`src/rtl/motor_cmd_scheduler.sv`:
```
// Fixed-priority arbiter in front of the single motor command sender, with dedup, min gap and heartbeat.
// Latency: grant/send_start/send_* are registered and appear one cycle after the winning request is sampled.
// Backpressure: requests are held off while busy or while send_ready is low; dropped requests are lost.
module motor_cmd_scheduler #(
  parameter int N_REQ        = 3,
  parameter int SPEED_W      = 9,
  parameter int MIN_GAP_CLKS = 2_500_000,
  parameter int REFRESH_CLKS = 50_000_000,
  parameter int ACK_TIMEOUT  = 1024
) (
  input  logic                       clk,
  input  logic                       rst,
  input  logic [N_REQ-1:0]           req,
  input  logic [N_REQ*SPEED_W-1:0]   req_left,
  input  logic [N_REQ*SPEED_W-1:0]   req_right,
  output logic [N_REQ-1:0]           grant,
  output logic                       send_start,
  output logic [SPEED_W-1:0]         send_left,
  output logic [SPEED_W-1:0]         send_right,
  input  logic                       send_ready,
  output logic                       busy,
  output logic                       err_timeout
);

  // One counter is shared between the ack timeout and the inter-send gap, so size it for the larger.
  localparam int CNT_MAX = (MIN_GAP_CLKS > ACK_TIMEOUT) ? MIN_GAP_CLKS : ACK_TIMEOUT;
  localparam int CNT_W   = $clog2(CNT_MAX + 1);
  localparam int REF_W   = $clog2(REFRESH_CLKS + 1);

  localparam logic [CNT_W-1:0] ACK_LAST = CNT_W'(ACK_TIMEOUT - 1);
  localparam logic [CNT_W-1:0] GAP_LOAD = CNT_W'(MIN_GAP_CLKS);
  localparam logic [CNT_W-1:0] CNT_ONE  = CNT_W'(1);
  localparam logic [REF_W-1:0] REF_LAST = REF_W'(REFRESH_CLKS - 1);

  typedef enum logic [1:0] {
    IDLE      = 2'd0,
    WAIT_ACK  = 2'd1,
    WAIT_DONE = 2'd2,
    GAP       = 2'd3
  } state_t;

  state_t               state, state_nxt;
  logic [CNT_W-1:0]     cnt, cnt_nxt;
  logic [REF_W-1:0]     ref_cnt, ref_nxt;
  logic [SPEED_W-1:0]   last_left, last_left_nxt;
  logic [SPEED_W-1:0]   last_right, last_right_nxt;
  logic                 have_last, have_last_nxt;
  logic [SPEED_W-1:0]   send_left_nxt, send_right_nxt;
  logic [N_REQ-1:0]     grant_nxt;
  logic                 start_nxt;
  logic                 err_nxt;

  logic                 win_vld;
  logic [N_REQ-1:0]     win_oh;
  logic [SPEED_W-1:0]   win_left;
  logic [SPEED_W-1:0]   win_right;
  logic                 win_dup;

  // Pick the lowest-index active requester; scanning from the top lets lower indices overwrite.
  always_comb begin
    win_vld   = 1'b0;
    win_oh    = '0;
    win_left  = '0;
    win_right = '0;
    for (int i = N_REQ - 1; i >= 0; i--) begin
      if (req[i]) begin
        win_vld   = 1'b1;
        win_oh    = '0;
        win_oh[i] = 1'b1;
        win_left  = req_left[i*SPEED_W +: SPEED_W];
        win_right = req_right[i*SPEED_W +: SPEED_W];
      end
    end
    win_dup = have_last && (win_left == last_left) && (win_right == last_right);
  end

  // Next-state and next-output logic; pulses default low every cycle.
  always_comb begin
    state_nxt      = state;
    cnt_nxt        = cnt;
    ref_nxt        = ref_cnt;
    last_left_nxt  = last_left;
    last_right_nxt = last_right;
    have_last_nxt  = have_last;
    send_left_nxt  = send_left;
    send_right_nxt = send_right;
    grant_nxt      = '0;
    start_nxt      = 1'b0;
    err_nxt        = 1'b0;

    // Heartbeat age, saturating so a long idle period cannot wrap it.
    if (have_last && (ref_cnt != REF_LAST)) begin
      ref_nxt = ref_cnt + 1'b1;
    end

    case (state)
      IDLE: begin
        if (send_ready) begin
          if (win_vld) begin
            grant_nxt = win_oh;
            // A duplicate is acknowledged to the requester but costs no transmission.
            if (!win_dup) begin
              send_left_nxt  = win_left;
              send_right_nxt = win_right;
              last_left_nxt  = win_left;
              last_right_nxt = win_right;
              have_last_nxt  = 1'b1;
              start_nxt      = 1'b1;
              ref_nxt        = '0;
              cnt_nxt        = '0;
              state_nxt      = WAIT_ACK;
            end
          end else if (have_last && (ref_cnt == REF_LAST)) begin
            send_left_nxt  = last_left;
            send_right_nxt = last_right;
            start_nxt      = 1'b1;
            ref_nxt        = '0;
            cnt_nxt        = '0;
            state_nxt      = WAIT_ACK;
          end
        end
      end

      WAIT_ACK: begin
        if (!send_ready) begin
          state_nxt = WAIT_DONE;
        end else if (cnt == ACK_LAST) begin
          // The driver may never have seen this command, so do not let it suppress a resend.
          err_nxt       = 1'b1;
          have_last_nxt = 1'b0;
          cnt_nxt       = '0;
          state_nxt     = IDLE;
        end else begin
          cnt_nxt = cnt + 1'b1;
        end
      end

      WAIT_DONE: begin
        if (send_ready) begin
          cnt_nxt   = GAP_LOAD;
          state_nxt = GAP;
        end
      end

      GAP: begin
        if (cnt <= CNT_ONE) begin
          cnt_nxt   = '0;
          state_nxt = IDLE;
        end else begin
          cnt_nxt = cnt - 1'b1;
        end
      end

      default: state_nxt = IDLE;
    endcase
  end

  // State and output registers with synchronous active-low reset.
  always_ff @(posedge clk) begin
    if (!rst) begin
      state       <= IDLE;
      cnt         <= '0;
      ref_cnt     <= '0;
      last_left   <= '0;
      last_right  <= '0;
      have_last   <= 1'b0;
      send_left   <= '0;
      send_right  <= '0;
      grant       <= '0;
      send_start  <= 1'b0;
      err_timeout <= 1'b0;
    end else begin
      state       <= state_nxt;
      cnt         <= cnt_nxt;
      ref_cnt     <= ref_nxt;
      last_left   <= last_left_nxt;
      last_right  <= last_right_nxt;
      have_last   <= have_last_nxt;
      send_left   <= send_left_nxt;
      send_right  <= send_right_nxt;
      grant       <= grant_nxt;
      send_start  <= start_nxt;
      err_timeout <= err_nxt;
    end
  end

  assign busy = (state != IDLE);

endmodule

```
`config.mk`:
```
export PLATFORM = sky130hd
export DESIGN_NAME = motor_cmd_scheduler
export DESIGN_NICKNAME = d
export VERILOG_FILES = /design/src/rtl/motor_cmd_scheduler.sv
export SDC_FILE = /design/constraint.sdc
export NUM_CORES = 1
export LEC_CHECK = 0
export ABC_AREA = 1
export CORE_MARGIN = 3
export CORE_UTILIZATION = 45
export CTS_CLUSTER_SIZE = 28
export DETAILED_ROUTE_END_ITERATION = 8
export HOLD_SLACK_MARGIN = 0.03
export PLACE_DENSITY_LB_ADDON = 0.12
export SYNTH_ARGS = -nofsm -noshare
export SYNTH_HDL_FRONTEND = slang
export SYNTH_SLANG_ARGS = --single-unit
```
`constraint.sdc`:
```
create_clock -name clk -period 6.9 [get_ports clk]
set_clock_uncertainty 0.2 [all_clocks]
set_input_delay 0.69 -clock clk [delete_from_list [all_inputs] [get_ports clk]]
set_output_delay 0.69 -clock clk [all_outputs]
set_load 0.05 [all_outputs]
```
==> flow_summary.ini <==
[run_status]
outcome = finished, final reports clean

[global_routing]
grt_pass1_vias = 6143
antenna_found_initial = 0
grt_max_degree = 49
grtUsageTotal_pct = 23.5
grt_overflow = 0
grt_pass1_wl_um = 30800

[drt]
num_vias = 6817
antenna_left = 0
drtIter0Drc = 669
avgViaCountPerCell = 5.27
finalWirelength_um = 18500
drtPass1Iterations = 8
drc = 0
wl_per_cell_um = 14.3

[hold_path]
holdPathStages = 2
hold_path_class = flop to flop
hp-start = send_right[0]
min_to = send_right[0]

[timing]
fin_hold_ws_ns = 0.282
slew_headroom_pct = 39.6
fin_crit_sh_pct = 59.1
rsz0062_at_grt = false
fin_crit_ns = 4.08
slew_viol_final = 0
worst_pin_slew_ns = 0.904
setup-violations-final = 0
finalHoldViolations = 0
fin_setup_tns_ns = 0
max_freq_mhz = 245

[cells_and_area]
n_antenna_cell = 0
drive_above_1_share_pct = 4.57
mostFrequentLayoutCells = 315 x nand2_1, 135 x inv_1, 101 x nor2_1, 100 x nand3_1, 92 x dfxtp_1
area_delta_synth_final_pct = 18.1
multiInputGateArea_mm2 = 0.00380
layout_commonest_cell = nand2_1
regArea_mm2 = 0.00184
nets = 1176
fillers = 1395

[logic_synthesis]
async_reset_ff_share_pct = 0
synthFlopType = dfxtp_1
synth_top_cell_area_share_pct = 28.8
syn-cell-area_mm2 = 0.00639
syn-instance-count = 1059
ys_seq_area_share_pct = 28.8
synth_area_leader_cell = dfxtp_1
synth.distinct_cells = 39
syn-num-nets = 1123
yosys-top-cells-area = dfxtp_1 29%, nand2_1 19%, inv_1 7.9%
yosysWarnings = 0
synth-edff-count = 0
syn_avg_cell_area_um2 = 6.03
synth_seq_cells = 92

[pwr]
p_seq_share_pct = 39.9
clockPowerShare_pct = 34.9
ir_drop_v = 0.000133
switching_share_pct = 35.5
p_switching_mw = 0.518
p_leak_nw = 3.28
power_density_mw_per_mm2 = 194
intPower_mw = 0.943
combPwrFrac_pct = 25.2

[setup_path]
startpoint_type = input pin
reg2reg_depth = 12
r2r-end = cnt[16]
path_cells = clkdlybuf4s50_1 > nor2_4 > nand2_1 > nand3_1 > inv_1 > nand2_1 > nand2_1 > nor2_1 > nand2_1 > nor2_1 > nand3_2 > nand3_4 > nand2_4 > inv_4 > nand2_4 > nor2_1
regToRegSetupSlack_ns = 3.98
critPathSlowestCell = clkdlybuf4s50_1
critical_path.max_fanout = 37
end_kind = flop
cp.required_ns = 6.99
max_stage_delay_ns = 0.81
cpLargestDelayFamily = simple AND/OR/NAND/NOR gates
path_buf_inv = 3
critPathKind = input pin to flop
crit_top_cell = nand2_1
r2r-start = cnt[0]
worstPathArrival_ns = 4.17

[clock_network]
insertion_delay_ns = 0.36
path_clk_slew_ns = 0.08
ctsResizeCount = 0
cts-htree-levels = 3
postCtsSetupBuffers = 0
cts_made_buffers = 9
cts_tree = done
cts_root_buffer = clkbuf_16
cts_sinks = 92
cts.path.max_buffers = 2
cts_hold_buf = 0

[job]
cap_violations = 0

[placed_design]
place_congestion = 0.976
io_buffer_count = 83
hpwl_um = 13900

[die]
dieHeight_um = 125
coreArea_mm2 = 0.0136
start_util_pct = 47.1
ios = 84
dieArea_mm2 = 0.0157
rows = 42
die_x_um = 125
==> logic make-up (layout without fill, tap and decap cells) <==
family	Yosys count	count (layout)	share of synthesized area (%)
simple gates	633	633	44.1
buf+inv	185	243	11.6
compound gates	100	100	8.48
flops	92	92	28.8
xor+xnor	43	43	5.90
fa+ha+maj	5	5	0.940
mux	1	1	0.157
==> worst reg2reg max path: cells and delay by family (launching register included) <==
family	cells	cell delay, ns
and+or+nand+nor	7	1.26
DFF	1	0.48
AOI/OAI and AO/OA	3	0.33
adders and majority gates	1	0.29
buffers and inverters	1	0.24
==> synth_stat cells (2+ instances only) <==
library cell	count
nand4_1	52
nor2_4	2
nor2_1	101
nand2_4	2
nand3_2	3
buf_2	13
nor2_2	10
a21oi_1	47
buf_4	2
o211ai_1	8
o21ai_0	30
dfxtp_1	92
buf_1	3
o21ai_1	2
inv_1	135
o22ai_1	10
nand2_1	315
buf_6	3
nor3_1	24
xor2_1	37
ha_1	4
or2_2	6
clkbuf_1	23
inv_2	4
nand3_1	100
xnor2_1	6
nor3b_1	2
nor4_1	9
nand3b_1	4
==> metal layers <==
layer  GRT usage (%)  vias to the layer above  routed length [um]
met2            34.8                      250                7800
met5               0                        -                   0
met3            4.35                       19                1370
li1                -                     3506                   -
met1            35.6                     3042                9180
met4            5.04                        0                 187
==> registers in the layout, indices dropped and copies added (netlist names), 3 cells and up, named ones only <==
| signal | count |
|---|---|
| last_left | 9 |
| send_left | 9 |
| last_right | 9 |
| cnt | 22 |
| ref_cnt | 26 |
| grant | 3 |
| send_right | 9 |
==> how the worst max path moves through the flow <==
stage | startpoint | end | slack (ns) | depth (start not counted)
6_report | req[0] | ref_cnt[1] | 2.82 | 16
5_1_grt | req[0] | ref_cnt[1] | 2.43 | 16
4_1_cts | req[0] | ref_cnt[1] | 2.82 | 16
3_5_place_dp | req[0] | ref_cnt[0] | 2.43 | 16
3_3_place_gp | req[0] | ref_cnt[6] | 2.48 | 16
2_1_floorplan | req[0] | ref_cnt[15] | 4.32 | 16
==> power by group through the flow <==
stage                     clock network [mW]  logic, mW  registers [mW]
final                                  0.509      0.369           0.583
after detailed placement                   0      0.367           0.594
after CTS                              0.519      0.368           0.582
after floorplan                            0      0.213           0.626
after global routing                   0.540      0.408           0.587
after global placement                     0      0.367           0.594
==> metrics by stage <==
stage / instance area (um2) / setup slack (ns) / power, mW / utilization, % / cells
final: 7540 / 2.82 / 1.46 / 55.6 / 1293
after global routing: 7540 / 2.43 / 1.53 / 55.6 / 1293
after CTS: 7540 / 2.82 / 1.47 / 55.6 / 1293
after detailed placement: 7240 / 2.43 / 0.961 / 53.4 / 1277
after global placement: 7240 / 2.48 / 0.962 / 53.4 / 1277
after floorplan: 6390 / 4.32 / 0.839 / - / 1059
==> final cells by class <==
cell class,instances,share of cell area (%)
clock buffers,9,2.99
clock inverters,7,0.995
inverters,141,7.05
flip-flops and latches,92,24.4
multi-input cells,782,50.4
repair buffers,86,11.2
well taps,176,2.92
(Power assumes the default switching activity.)
